$ cat src/rtl/dmem_arbiter_pkg.sv
// Shared types for the data-memory arbiter: FSM states, requester ids, width helper.
package dmem_arbiter_pkg;

  typedef enum logic [1:0] {
    ST_IDLE   = 2'd0,
    ST_ACCESS = 2'd1,
    ST_WAIT   = 2'd2,
    ST_DONE   = 2'd3
  } state_e;

  typedef enum logic {
    ID_CPU = 1'b0,
    ID_DBG = 1'b1
  } req_id_e;

  // Counter width able to hold 0..n-1, never narrower than one bit.
  function automatic int cnt_w(input int n);
    return (n > 1) ? $clog2(n) : 1;
  endfunction

endpackage

$ cat src/rtl/dmem_arbiter_if.sv
// Bus bundle for dmem_arbiter: CPU and debug requester handshakes, memory port, status.
interface dmem_arbiter_if #(
  parameter int AW = 32,
  parameter int DW = 32
) ();
  logic          cpu_req;
  logic          cpu_we;
  logic [AW-1:0] cpu_addr;
  logic [DW-1:0] cpu_wdata;
  logic [DW-1:0] cpu_rdata;
  logic          cpu_ack;
  logic          cpu_stall;

  logic          dbg_req;
  logic          dbg_we;
  logic [AW-1:0] dbg_addr;
  logic [DW-1:0] dbg_wdata;
  logic [DW-1:0] dbg_rdata;
  logic          dbg_ack;

  logic          mem_re;
  logic          mem_we;
  logic [AW-1:0] mem_addr;
  logic [DW-1:0] mem_wdata;
  logic [DW-1:0] mem_rdata;

  logic          busy;
  logic          proto_err;

  modport slave (
    input  cpu_req, cpu_we, cpu_addr, cpu_wdata,
    input  dbg_req, dbg_we, dbg_addr, dbg_wdata,
    input  mem_rdata,
    output cpu_rdata, cpu_ack, cpu_stall,
    output dbg_rdata, dbg_ack,
    output mem_re, mem_we, mem_addr, mem_wdata,
    output busy, proto_err
  );

  modport master (
    output cpu_req, cpu_we, cpu_addr, cpu_wdata,
    output dbg_req, dbg_we, dbg_addr, dbg_wdata,
    output mem_rdata,
    input  cpu_rdata, cpu_ack, cpu_stall,
    input  dbg_rdata, dbg_ack,
    input  mem_re, mem_we, mem_addr, mem_wdata,
    input  busy, proto_err
  );
endinterface

$ cat src/rtl/dmem_arbiter_pick.sv
// Winner select for the two requesters plus the debug starvation counter.
module dmem_arbiter_pick
  import dmem_arbiter_pkg::*;
#(
  parameter int STARVE_MAX = 4
) (
  input  logic    clk,
  input  logic    reset,
  input  logic    cpu_req,
  input  logic    dbg_req,
  input  logic    grant,
  output req_id_e winner
);
  localparam int SW = cnt_w(STARVE_MAX + 1);

  logic [SW-1:0] starve_cnt;
  logic          starved;

  assign starved = (starve_cnt == SW'(STARVE_MAX));

  // CPU wins ties unless debug has already lost STARVE_MAX times in a row.
  always_comb begin
    winner = ID_CPU;
    if (dbg_req && (!cpu_req || starved)) winner = ID_DBG;
  end

  always_ff @(posedge clk or negedge reset) begin
    if (!reset) begin
      starve_cnt <= '0;
    end else if (grant) begin
      if (winner == ID_DBG)        starve_cnt <= '0;
      else if (dbg_req && !starved) starve_cnt <= starve_cnt + 1'b1;
    end
  end

endmodule

$ cat src/rtl/dmem_arbiter.sv
// dmem_arbiter: shares one data-memory port between the CPU and a debug/loader requester.
// Define DMEM_ARB_PROTO_CHECK_EN to build the sticky handshake-violation checker (proto_err).
module dmem_arbiter
  import dmem_arbiter_pkg::*;
#(
  parameter int AW         = 32,
  parameter int DW         = 32,
  parameter int MEM_LAT    = 1,
  parameter int STARVE_MAX = 4
) (
  input logic           clk,
  input logic           reset,
  dmem_arbiter_if.slave bus
);
  localparam int LW = cnt_w(MEM_LAT);

  state_e        state, state_nxt;
  logic [LW-1:0] lat_cnt;
  logic          grant;
  logic          last_wait;
  logic          sample;
  req_id_e       winner;
  req_id_e       id_q;
  logic          we_q;
  logic [AW-1:0] addr_q;
  logic [DW-1:0] wdata_q;
  logic [DW-1:0] cpu_rdata_q;
  logic [DW-1:0] dbg_rdata_q;

  dmem_arbiter_pick #(.STARVE_MAX(STARVE_MAX)) u_pick (
    .clk     (clk),
    .reset   (reset),
    .cpu_req (bus.cpu_req),
    .dbg_req (bus.dbg_req),
    .grant   (grant),
    .winner  (winner)
  );

  assign last_wait = (state == ST_WAIT) && (lat_cnt == LW'(MEM_LAT - 2));
  // Read data is valid in the last cycle before DONE: ACCESS itself for an async-read memory.
  assign sample    = !we_q && ((MEM_LAT == 1) ? (state == ST_ACCESS) : last_wait);

  always_comb begin
    state_nxt = state;
    grant     = 1'b0;
    case (state)
      ST_IDLE: begin
        if (bus.cpu_req || bus.dbg_req) begin
          grant     = 1'b1;
          state_nxt = ST_ACCESS;
        end
      end
      ST_ACCESS: state_nxt = (MEM_LAT == 1) ? ST_DONE : ST_WAIT;
      ST_WAIT:   if (last_wait) state_nxt = ST_DONE;
      ST_DONE:   state_nxt = ST_IDLE;
      default:   state_nxt = ST_IDLE;
    endcase
  end

  always_ff @(posedge clk or negedge reset) begin
    if (!reset) state <= ST_IDLE;
    else        state <= state_nxt;
  end

  always_ff @(posedge clk or negedge reset) begin
    if (!reset)                 lat_cnt <= '0;
    else if (state == ST_WAIT)  lat_cnt <= lat_cnt + 1'b1;
    else                        lat_cnt <= '0;
  end

  always_ff @(posedge clk or negedge reset) begin
    if (!reset) begin
      id_q    <= ID_CPU;
      we_q    <= 1'b0;
      addr_q  <= '0;
      wdata_q <= '0;
    end else if (grant) begin
      id_q <= winner;
      if (winner == ID_DBG) begin
        we_q    <= bus.dbg_we;
        addr_q  <= bus.dbg_addr;
        wdata_q <= bus.dbg_wdata;
      end else begin
        we_q    <= bus.cpu_we;
        addr_q  <= bus.cpu_addr;
        wdata_q <= bus.cpu_wdata;
      end
    end
  end

  always_ff @(posedge clk or negedge reset) begin
    if (!reset) begin
      cpu_rdata_q <= '0;
      dbg_rdata_q <= '0;
    end else if (sample) begin
      if (id_q == ID_CPU) cpu_rdata_q <= bus.mem_rdata;
      else                dbg_rdata_q <= bus.mem_rdata;
    end
  end

  assign bus.mem_re    = (state == ST_ACCESS) && !we_q;
  assign bus.mem_we    = (state == ST_ACCESS) &&  we_q;
  assign bus.mem_addr  = addr_q;
  assign bus.mem_wdata = wdata_q;
  assign bus.busy      = (state != ST_IDLE);
  assign bus.cpu_ack   = (state == ST_DONE) && (id_q == ID_CPU);
  assign bus.dbg_ack   = (state == ST_DONE) && (id_q == ID_DBG);
  assign bus.cpu_stall = bus.cpu_req && !bus.cpu_ack;
  assign bus.cpu_rdata = cpu_rdata_q;
  assign bus.dbg_rdata = dbg_rdata_q;

`ifdef DMEM_ARB_PROTO_CHECK_EN
  logic viol;
  logic proto_q;

  // Granted requester must hold req and all fields from grant through its ack cycle.
  always_comb begin
    viol = 1'b0;
    if (state != ST_IDLE) begin
      if (id_q == ID_CPU)
        viol = !bus.cpu_req || (bus.cpu_we != we_q) ||
               (bus.cpu_addr != addr_q) || (bus.cpu_wdata != wdata_q);
      else
        viol = !bus.dbg_req || (bus.dbg_we != we_q) ||
               (bus.dbg_addr != addr_q) || (bus.dbg_wdata != wdata_q);
    end
  end

  always_ff @(posedge clk or negedge reset) begin
    if (!reset) proto_q <= 1'b0;
    else        proto_q <= proto_q | viol;
  end

  assign bus.proto_err = proto_q;
`else
  assign bus.proto_err = 1'b0;
`endif

endmodule

$ cat src/flat_wrapper.sv
// flat-port wrapper written by rule: the top's interface ports become plain ports
module dmem_arbiter_flat import dmem_arbiter_pkg::*;
#(
  parameter int AW         = 32,
  parameter int DW         = 32,
  parameter int MEM_LAT    = 1,
  parameter int STARVE_MAX = 4
)
  (clk, reset, bus_cpu_req, bus_cpu_we, bus_cpu_addr, bus_cpu_wdata, bus_dbg_req, bus_dbg_we, bus_dbg_addr, bus_dbg_wdata, bus_mem_rdata, bus_cpu_rdata, bus_cpu_ack, bus_cpu_stall, bus_dbg_rdata, bus_dbg_ack, bus_mem_re, bus_mem_we, bus_mem_addr, bus_mem_wdata, bus_busy, bus_proto_err);
  dmem_arbiter_if #(.AW(AW), .DW(DW)) bus_i ();
  input logic clk;
  input logic reset;
  input wire logic [$bits(bus_i.cpu_req)-1:0] bus_cpu_req;
  input wire logic [$bits(bus_i.cpu_we)-1:0] bus_cpu_we;
  input wire logic [$bits(bus_i.cpu_addr)-1:0] bus_cpu_addr;
  input wire logic [$bits(bus_i.cpu_wdata)-1:0] bus_cpu_wdata;
  input wire logic [$bits(bus_i.dbg_req)-1:0] bus_dbg_req;
  input wire logic [$bits(bus_i.dbg_we)-1:0] bus_dbg_we;
  input wire logic [$bits(bus_i.dbg_addr)-1:0] bus_dbg_addr;
  input wire logic [$bits(bus_i.dbg_wdata)-1:0] bus_dbg_wdata;
  input wire logic [$bits(bus_i.mem_rdata)-1:0] bus_mem_rdata;
  output wire logic [$bits(bus_i.cpu_rdata)-1:0] bus_cpu_rdata;
  output wire logic [$bits(bus_i.cpu_ack)-1:0] bus_cpu_ack;
  output wire logic [$bits(bus_i.cpu_stall)-1:0] bus_cpu_stall;
  output wire logic [$bits(bus_i.dbg_rdata)-1:0] bus_dbg_rdata;
  output wire logic [$bits(bus_i.dbg_ack)-1:0] bus_dbg_ack;
  output wire logic [$bits(bus_i.mem_re)-1:0] bus_mem_re;
  output wire logic [$bits(bus_i.mem_we)-1:0] bus_mem_we;
  output wire logic [$bits(bus_i.mem_addr)-1:0] bus_mem_addr;
  output wire logic [$bits(bus_i.mem_wdata)-1:0] bus_mem_wdata;
  output wire logic [$bits(bus_i.busy)-1:0] bus_busy;
  output wire logic [$bits(bus_i.proto_err)-1:0] bus_proto_err;
  assign bus_i.cpu_req = bus_cpu_req;
  assign bus_i.cpu_we = bus_cpu_we;
  assign bus_i.cpu_addr = bus_cpu_addr;
  assign bus_i.cpu_wdata = bus_cpu_wdata;
  assign bus_i.dbg_req = bus_dbg_req;
  assign bus_i.dbg_we = bus_dbg_we;
  assign bus_i.dbg_addr = bus_dbg_addr;
  assign bus_i.dbg_wdata = bus_dbg_wdata;
  assign bus_i.mem_rdata = bus_mem_rdata;
  assign bus_cpu_rdata = bus_i.cpu_rdata;
  assign bus_cpu_ack = bus_i.cpu_ack;
  assign bus_cpu_stall = bus_i.cpu_stall;
  assign bus_dbg_rdata = bus_i.dbg_rdata;
  assign bus_dbg_ack = bus_i.dbg_ack;
  assign bus_mem_re = bus_i.mem_re;
  assign bus_mem_we = bus_i.mem_we;
  assign bus_mem_addr = bus_i.mem_addr;
  assign bus_mem_wdata = bus_i.mem_wdata;
  assign bus_busy = bus_i.busy;
  assign bus_proto_err = bus_i.proto_err;
  dmem_arbiter #(.AW(AW), .DW(DW), .MEM_LAT(MEM_LAT), .STARVE_MAX(STARVE_MAX)) u_core (.clk(clk), .reset(reset), .bus(bus_i));
endmodule
$ cat config.mk
export PLATFORM = sky130hd
export DESIGN_NAME = dmem_arbiter_flat
export DESIGN_NICKNAME = d
export VERILOG_FILES = /design/src/rtl/dmem_arbiter_pkg.sv /design/src/rtl/dmem_arbiter_if.sv /design/src/rtl/dmem_arbiter_pick.sv /design/src/rtl/dmem_arbiter.sv /design/src/flat_wrapper.sv
export SDC_FILE = /design/constraint.sdc
export NUM_CORES = 1
export LEC_CHECK = 0
export BUFFER_PORTS_ARGS = -buffer_cell sky130_fd_sc_hd__buf_2
export CORE_AREA = 2 2 116 118
export CTS_BUF_LIST = sky130_fd_sc_hd__clkbuf_8
export DETAILED_ROUTE_END_ITERATION = 8
export DIE_AREA = 0 0 118 120
export GPL_ROUTABILITY_DRIVEN = 0
export GPL_TIMING_DRIVEN = 1
export PLACE_DENSITY = 0.84
export SETUP_SLACK_MARGIN = 0.2
export SLEW_MARGIN = 10
export SYNTH_ARGS = -nofsm -noshare
export SYNTH_HDL_FRONTEND = slang
export SYNTH_SLANG_ARGS = --single-unit
$ cat constraint.sdc
create_clock -name clk -period 2.1 [get_ports clk]
set_input_delay 0.315 -clock clk [delete_from_list [all_inputs] [get_ports clk]]
set_output_delay 0.315 -clock clk [all_outputs]
set_load 0.005 [all_outputs]
# Word-level counts from Yosys, hierarchy flattened
# Cells that the tools add are included.
# word_totals
ff_bits,136
inputBits,166
word_cells,51
# op_classes
addsub,2
n_eq_ne,6
n_mux,12
bitwise,1
n_reduce_logical,21
# op_table
op,count
two-way mux 32 bit,2
logical AND 1 bit,8
case mux 2 bit (4 select lines),1
AND reduction 2 bit,4
two-way mux 3 bit,2
two-way mux 1 bit,5
equality test 2 bit (second input constant),2
logical NOT 1 bit,4
two-way mux 2 bit,2
inequality test 2 x 1 -> 1 bit (second input constant),2
nonzero test 2 bit,2
adder 3 x 1 -> 3 bit (second input constant),1
equality test 3 bit (second input constant),1
equality test 2 x 1 -> 1 bit (second input constant),1
logical NOT 2 bit,1
logical OR 1 bit,2
adder 1 bit (second input constant),1
inverter 1 bit,1

# Logic depth before layout (Yosys ltp)
# depth
depth_word,6
ltp_mapped,8
depth_no_buf,5

# By module
# A second synthesis with hierarchy kept.
# unflattened
hier_cells,464
area_unflattened_um2,5983.2
# modules_own_cells
module,instances,cells_each,area_each_um2,seq_area_each_um2
dmem_arbiter,1,445,5779.3,3328.2
dmem_arbiter_pick,1,19,203.9,75.1

# Worst setup path after synthesis
# OpenSTA, ideal clock, no wires.
# synth_path
path_kind,reg-to-reg
startpoint,register u_core.state[1]
endpoint,"register u_core.cpu_rdata_q[10], in the netlist u_core.bus.cpu_rdata[10]"
setup_ns,0.125
arrival_time_ns,1.635
t_required_ns,1.975
setup_slack_ns,0.340
stages_incl_launch_ff,8
synth_period_minus_slack_ns,1.760
cell_sequence,dfrtp_1 -> inv_1 -> ha_1 -> nor2b_1 -> and2_1 -> clkbuf_1 -> buf_4 -> mux2_2
# synth_via
elab_chain_len,3
# synth_rtl
item,line,text
start: declaration,dmem_arbiter.sv:17,"state_e state, state_nxt;"
start signal: assignment,dmem_arbiter.sv:62,else state <= state_nxt;
equality test 2 x 1 -> 1 bit,-,
logical AND 1 bit,-,
via bus_mem_re,flat_wrapper.sv:27,output wire logic [$bits(bus_i.mem_re)-1:0] bus_mem_re;
AND reduction 2 bit (no source line),-,
end signal: assignment,dmem_arbiter.sv:96,if (id_q == ID_CPU) cpu_rdata_q <= bus.mem_rdata;
end: declaration,dmem_arbiter.sv:27,logic [DW-1:0] cpu_rdata_q;
# The timed path passes the listed nets, and every way through them passes these cells.
# A chain may end at the register's enable or synchronous reset.

# Worst setup path after layout
# layout_path
startpoint,register u_core.state[1]
endpoint,output bus_busy
# layout_via
elab_chain_len,1
# layout_rtl
item,line,text
nonzero test 2 bit,dmem_arbiter.sv:105,assign bus.busy = (state != ST_IDLE);
end: declaration,flat_wrapper.sv:31,output wire logic [$bits(bus_i.busy)-1:0] bus_busy;
# No other way between the ends.

==> impl_metrics.csv <==
group,metric,value,unit
critical_path,crit_buf_inv,4,
cells_and_area,layout_common_cells,"buf_2, dfrtp_1, nand2_1",
routing,drtIter0Drc,319,
timing,tightest_slew,0.8817,ns
synthesis,synth_nets,727,
power_and_ir_drop,p_leak,3.968,nW
synthesis,ys_seq_area_share,55.93,%
place,port_buffers,299,
place,dp_slack,0.2955,ns
synthesis,synthCells,555,
global_route,grt_antenna_before_repair,0,
cells_and_area,final_cell_count_no_fill,1028,
timing,fin_crit,1.838,ns
critical_path,crit_chain,"inv_1 -> ha_4 -> buf_8 -> inv_1 -> buf_2",
global_route,grt-ovfl-total,0,
critical_path,worstReg2RegEnd,"u_core.bus.cpu_rdata[3]$_DFFE_PN0P_",
floorplanning,die_x,118,um
place,dp_hpwl,12170,um
routing,route.detailed.drc,0,
power_and_ir_drop,ir_drop,0.6426,mV
critical_path,worst_r2r_path_depth,6,
critical_path,worst-path-stages,5,
critical_path,path_common_cell,"inv_1",
timing,relSlewSlack,40.99,%
critical_path,setup.worst_path.end_class,"primary output",
synthesis,synth_seq_cells,136,
timing,hold_viol_final,0,
cells_and_area,finalNetCount,1011,
routing,wl_per_cell,16.71,um
cells_and_area,layout_commonest_cell,"buf_2",
floorplanning,rows,42,
global_route,grt_max_degree,66,
cts,cts_buffers,17,
critical_path,cp.arrival,1.52,ns
critical_path,crit_start,"u_core.state[1]$_DFFE_PN0P_",
critical_path,startpoint_type,"flop",
critical_path,regToRegStartpoint,"u_core.state[1]$_DFFE_PN0P_",
floorplanning,core_area,0.01298,mm2
critical_path,slowest_delay,0.41,ns
synthesis,syn_area,0.006085,mm2
cells_and_area,diodes,0,
timing,fin_skew,0.009362,ns
global_route,track_usage,24.82,%
cts,htreeDepth,4,
critical_path,crit_family,"buffers and inverters",
cells_and_area,drive_gt1_share,50.59,%
cells_and_area,syn_to_final_growth,35.45,%
critical_path,worstSetupPathType,"reg -> out",
timing,fin_tns_setup,0,ns
floorplanning,die_h,120,um
global_route,grt_pass1_vias,5507,
place,placed_cells,993,
critical_path,crit_end,"bus_busy",
cells_and_area,fin_area,0.008242,mm2
cts,cts.clk_slew.worst_paths,0.08,ns
cts,cts_tree,"done",
routing,viasPerCell,5.338,
power_and_ir_drop,power_density,1443,mW/mm2
critical_path,cpMaxStageDelayCell,"dfrtp_1",
critical_path,r2r_slack,0.32,ns
cts,root_buffer,"clkbuf_8",
hold_path,whs_path_depth,2,
cts,clock-sinks,136,
critical_path,path_max_fanout,20,
outcome,status,"finished, final reports clean",
timing,slew_viol_final,0,
cts,cts_buffer_depth,2,
timing,finalSetupViolCount,0,
timing,rsz0062_at_grt,"true",
routing,wirelength,17180,um
global_route,grt_first_pass_wirelength,27830,um
routing,antenna_left,0,
routing,vias,5487,
timing,fin_ws,0.2625,ns
floorplanning,io_pins,301,
place,place_area,0.007781,mm2
hold_path,hold_class,"in -> reg",
synthesis,ys_types,28,
timing,hold_slack,0.1221,ns
cells_and_area,post-route-util,63.50,%
power_and_ir_drop,finalPower,11.89,mW
flow_run,maxCapViolCount,0,
critical_path,cp.required,1.78,ns
cts,clock_latency,0.43,ns
timing,finalCritPeriodShare,87.50,%
synthesis,syn_avg_cell_area,10.96,um2
floorplanning,dieArea,0.01416,mm2
timing,fmaxAchievable,544.2,MHz
routing,drt_pass1_iterations,5,
synthesis,yosysWarnings,0,
floorplanning,initial_core_util,46.88,%
-- cell type report --
| class | instances | area [um2] |
|---|---|---|
| fillers | 1085 | 4738 |
| flip-flops and latches | 136 | 3403 |
| multi-input cells | 360 | 2432 |
| repair buffers | 318 | 1755 |
| clock buffers | 19 | 261.5 |
| well taps | 176 | 220.2 |
| clock inverters | 13 | 146.4 |
| inverters | 6 | 22.52 |
-- sequential cells by signal, indices dropped and copies added, names as in the netlist --
| signal | flops |
|---|---|
| u_core.u_pick.starve_cnt | 3 |
| u_core.we_q | 1 |
| u_core.bus.mem_wdata | 32 |
| u_core.id_q | 1 |
| u_core.bus.dbg_rdata | 32 |
| u_core.bus.mem_addr | 32 |
| u_core.state | 2 |
| u_core.lat_cnt | 1 |
| u_core.bus.cpu_rdata | 32 |
-- metal layers --
metal | share of wire, % | GRT usage [%] | vias to the layer above
li1 | - | - | 2542
met1 | 40 | 29.59 | 2622
met2 | 50 | 42.73 | 283
met3 | 7.4 | 6.274 | 40
met4 | 2.9 | 10.77 | 0
met5 | 0 | 0 | -
-- how the worst min path moves through the flow --
stage	from	endpoint	slack [ns]
finish	bus_mem_rdata[6]	u_core.bus.cpu_rdata[6]$_DFFE_PN0P_	0.12
CTS	bus_mem_rdata[30]	u_core.bus.dbg_rdata[30]$_DFFE_PN0P_	0.09
global route	bus_mem_rdata[6]	u_core.bus.cpu_rdata[6]$_DFFE_PN0P_	0.09
floorplan	reset	u_core.bus.cpu_rdata[0]$_DFFE_PN0P_	0.02
global placement	reset	u_core.bus.mem_wdata[2]$_DFFE_PN0P_	0.26
detailed placement	reset	u_core.bus.mem_wdata[2]$_DFFE_PN0P_	0.26
-- report_power, final --
group	internal, mW	switching (mW)
Combinational	2.53	2.57
Sequential	3.94	0.684
Clock	1.13	1.04
-- what timing repair did --
action,in CTS,in global routing
hold buffers,1,0
endpoints found under the hold margin,41,0
setup endpoints to repair,2,33
setup buffers,1,1
gates resized for setup,4,4
pin swaps,1,0
-- cells in the mapped netlist (all sizes together) --
master | count | area share [%]
nor2b | 4 | 0.41
dfrtp | 136 | 56
mux2i | 1 | 0.16
clkbuf | 28 | 1.7
nor2 | 1 | 0.062
and4b | 1 | 0.16
conb | 1 | 0.062
a21o | 1 | 0.12
a21oi | 2 | 0.16
o21ai | 4 | 0.33
o211ai | 65 | 8.7
inv | 6 | 0.37
nor3 | 1 | 0.082
mux2 | 65 | 12
nand3 | 2 | 0.16
nand4 | 65 | 6.7
o21a | 1 | 0.12
ha | 6 | 1.2
buf | 25 | 2.6
nand2 | 135 | 8.3
and2 | 4 | 0.41
a21bo | 1 | 0.16
-- cell families (layout without fill, tap and decap cells) --
family	Yosys count	count (layout)	synth area share [%]
other	1	1	0.06163
adders and majority gates	6	6	1.234
and+or+nand+nor	213	213	16.31
DFF	136	136	55.93
AOI/OAI and AO/OA	74	74	9.583
buffers and inverters	59	356	4.688
muxes	66	66	12.19
(Power assumes the default switching activity.)
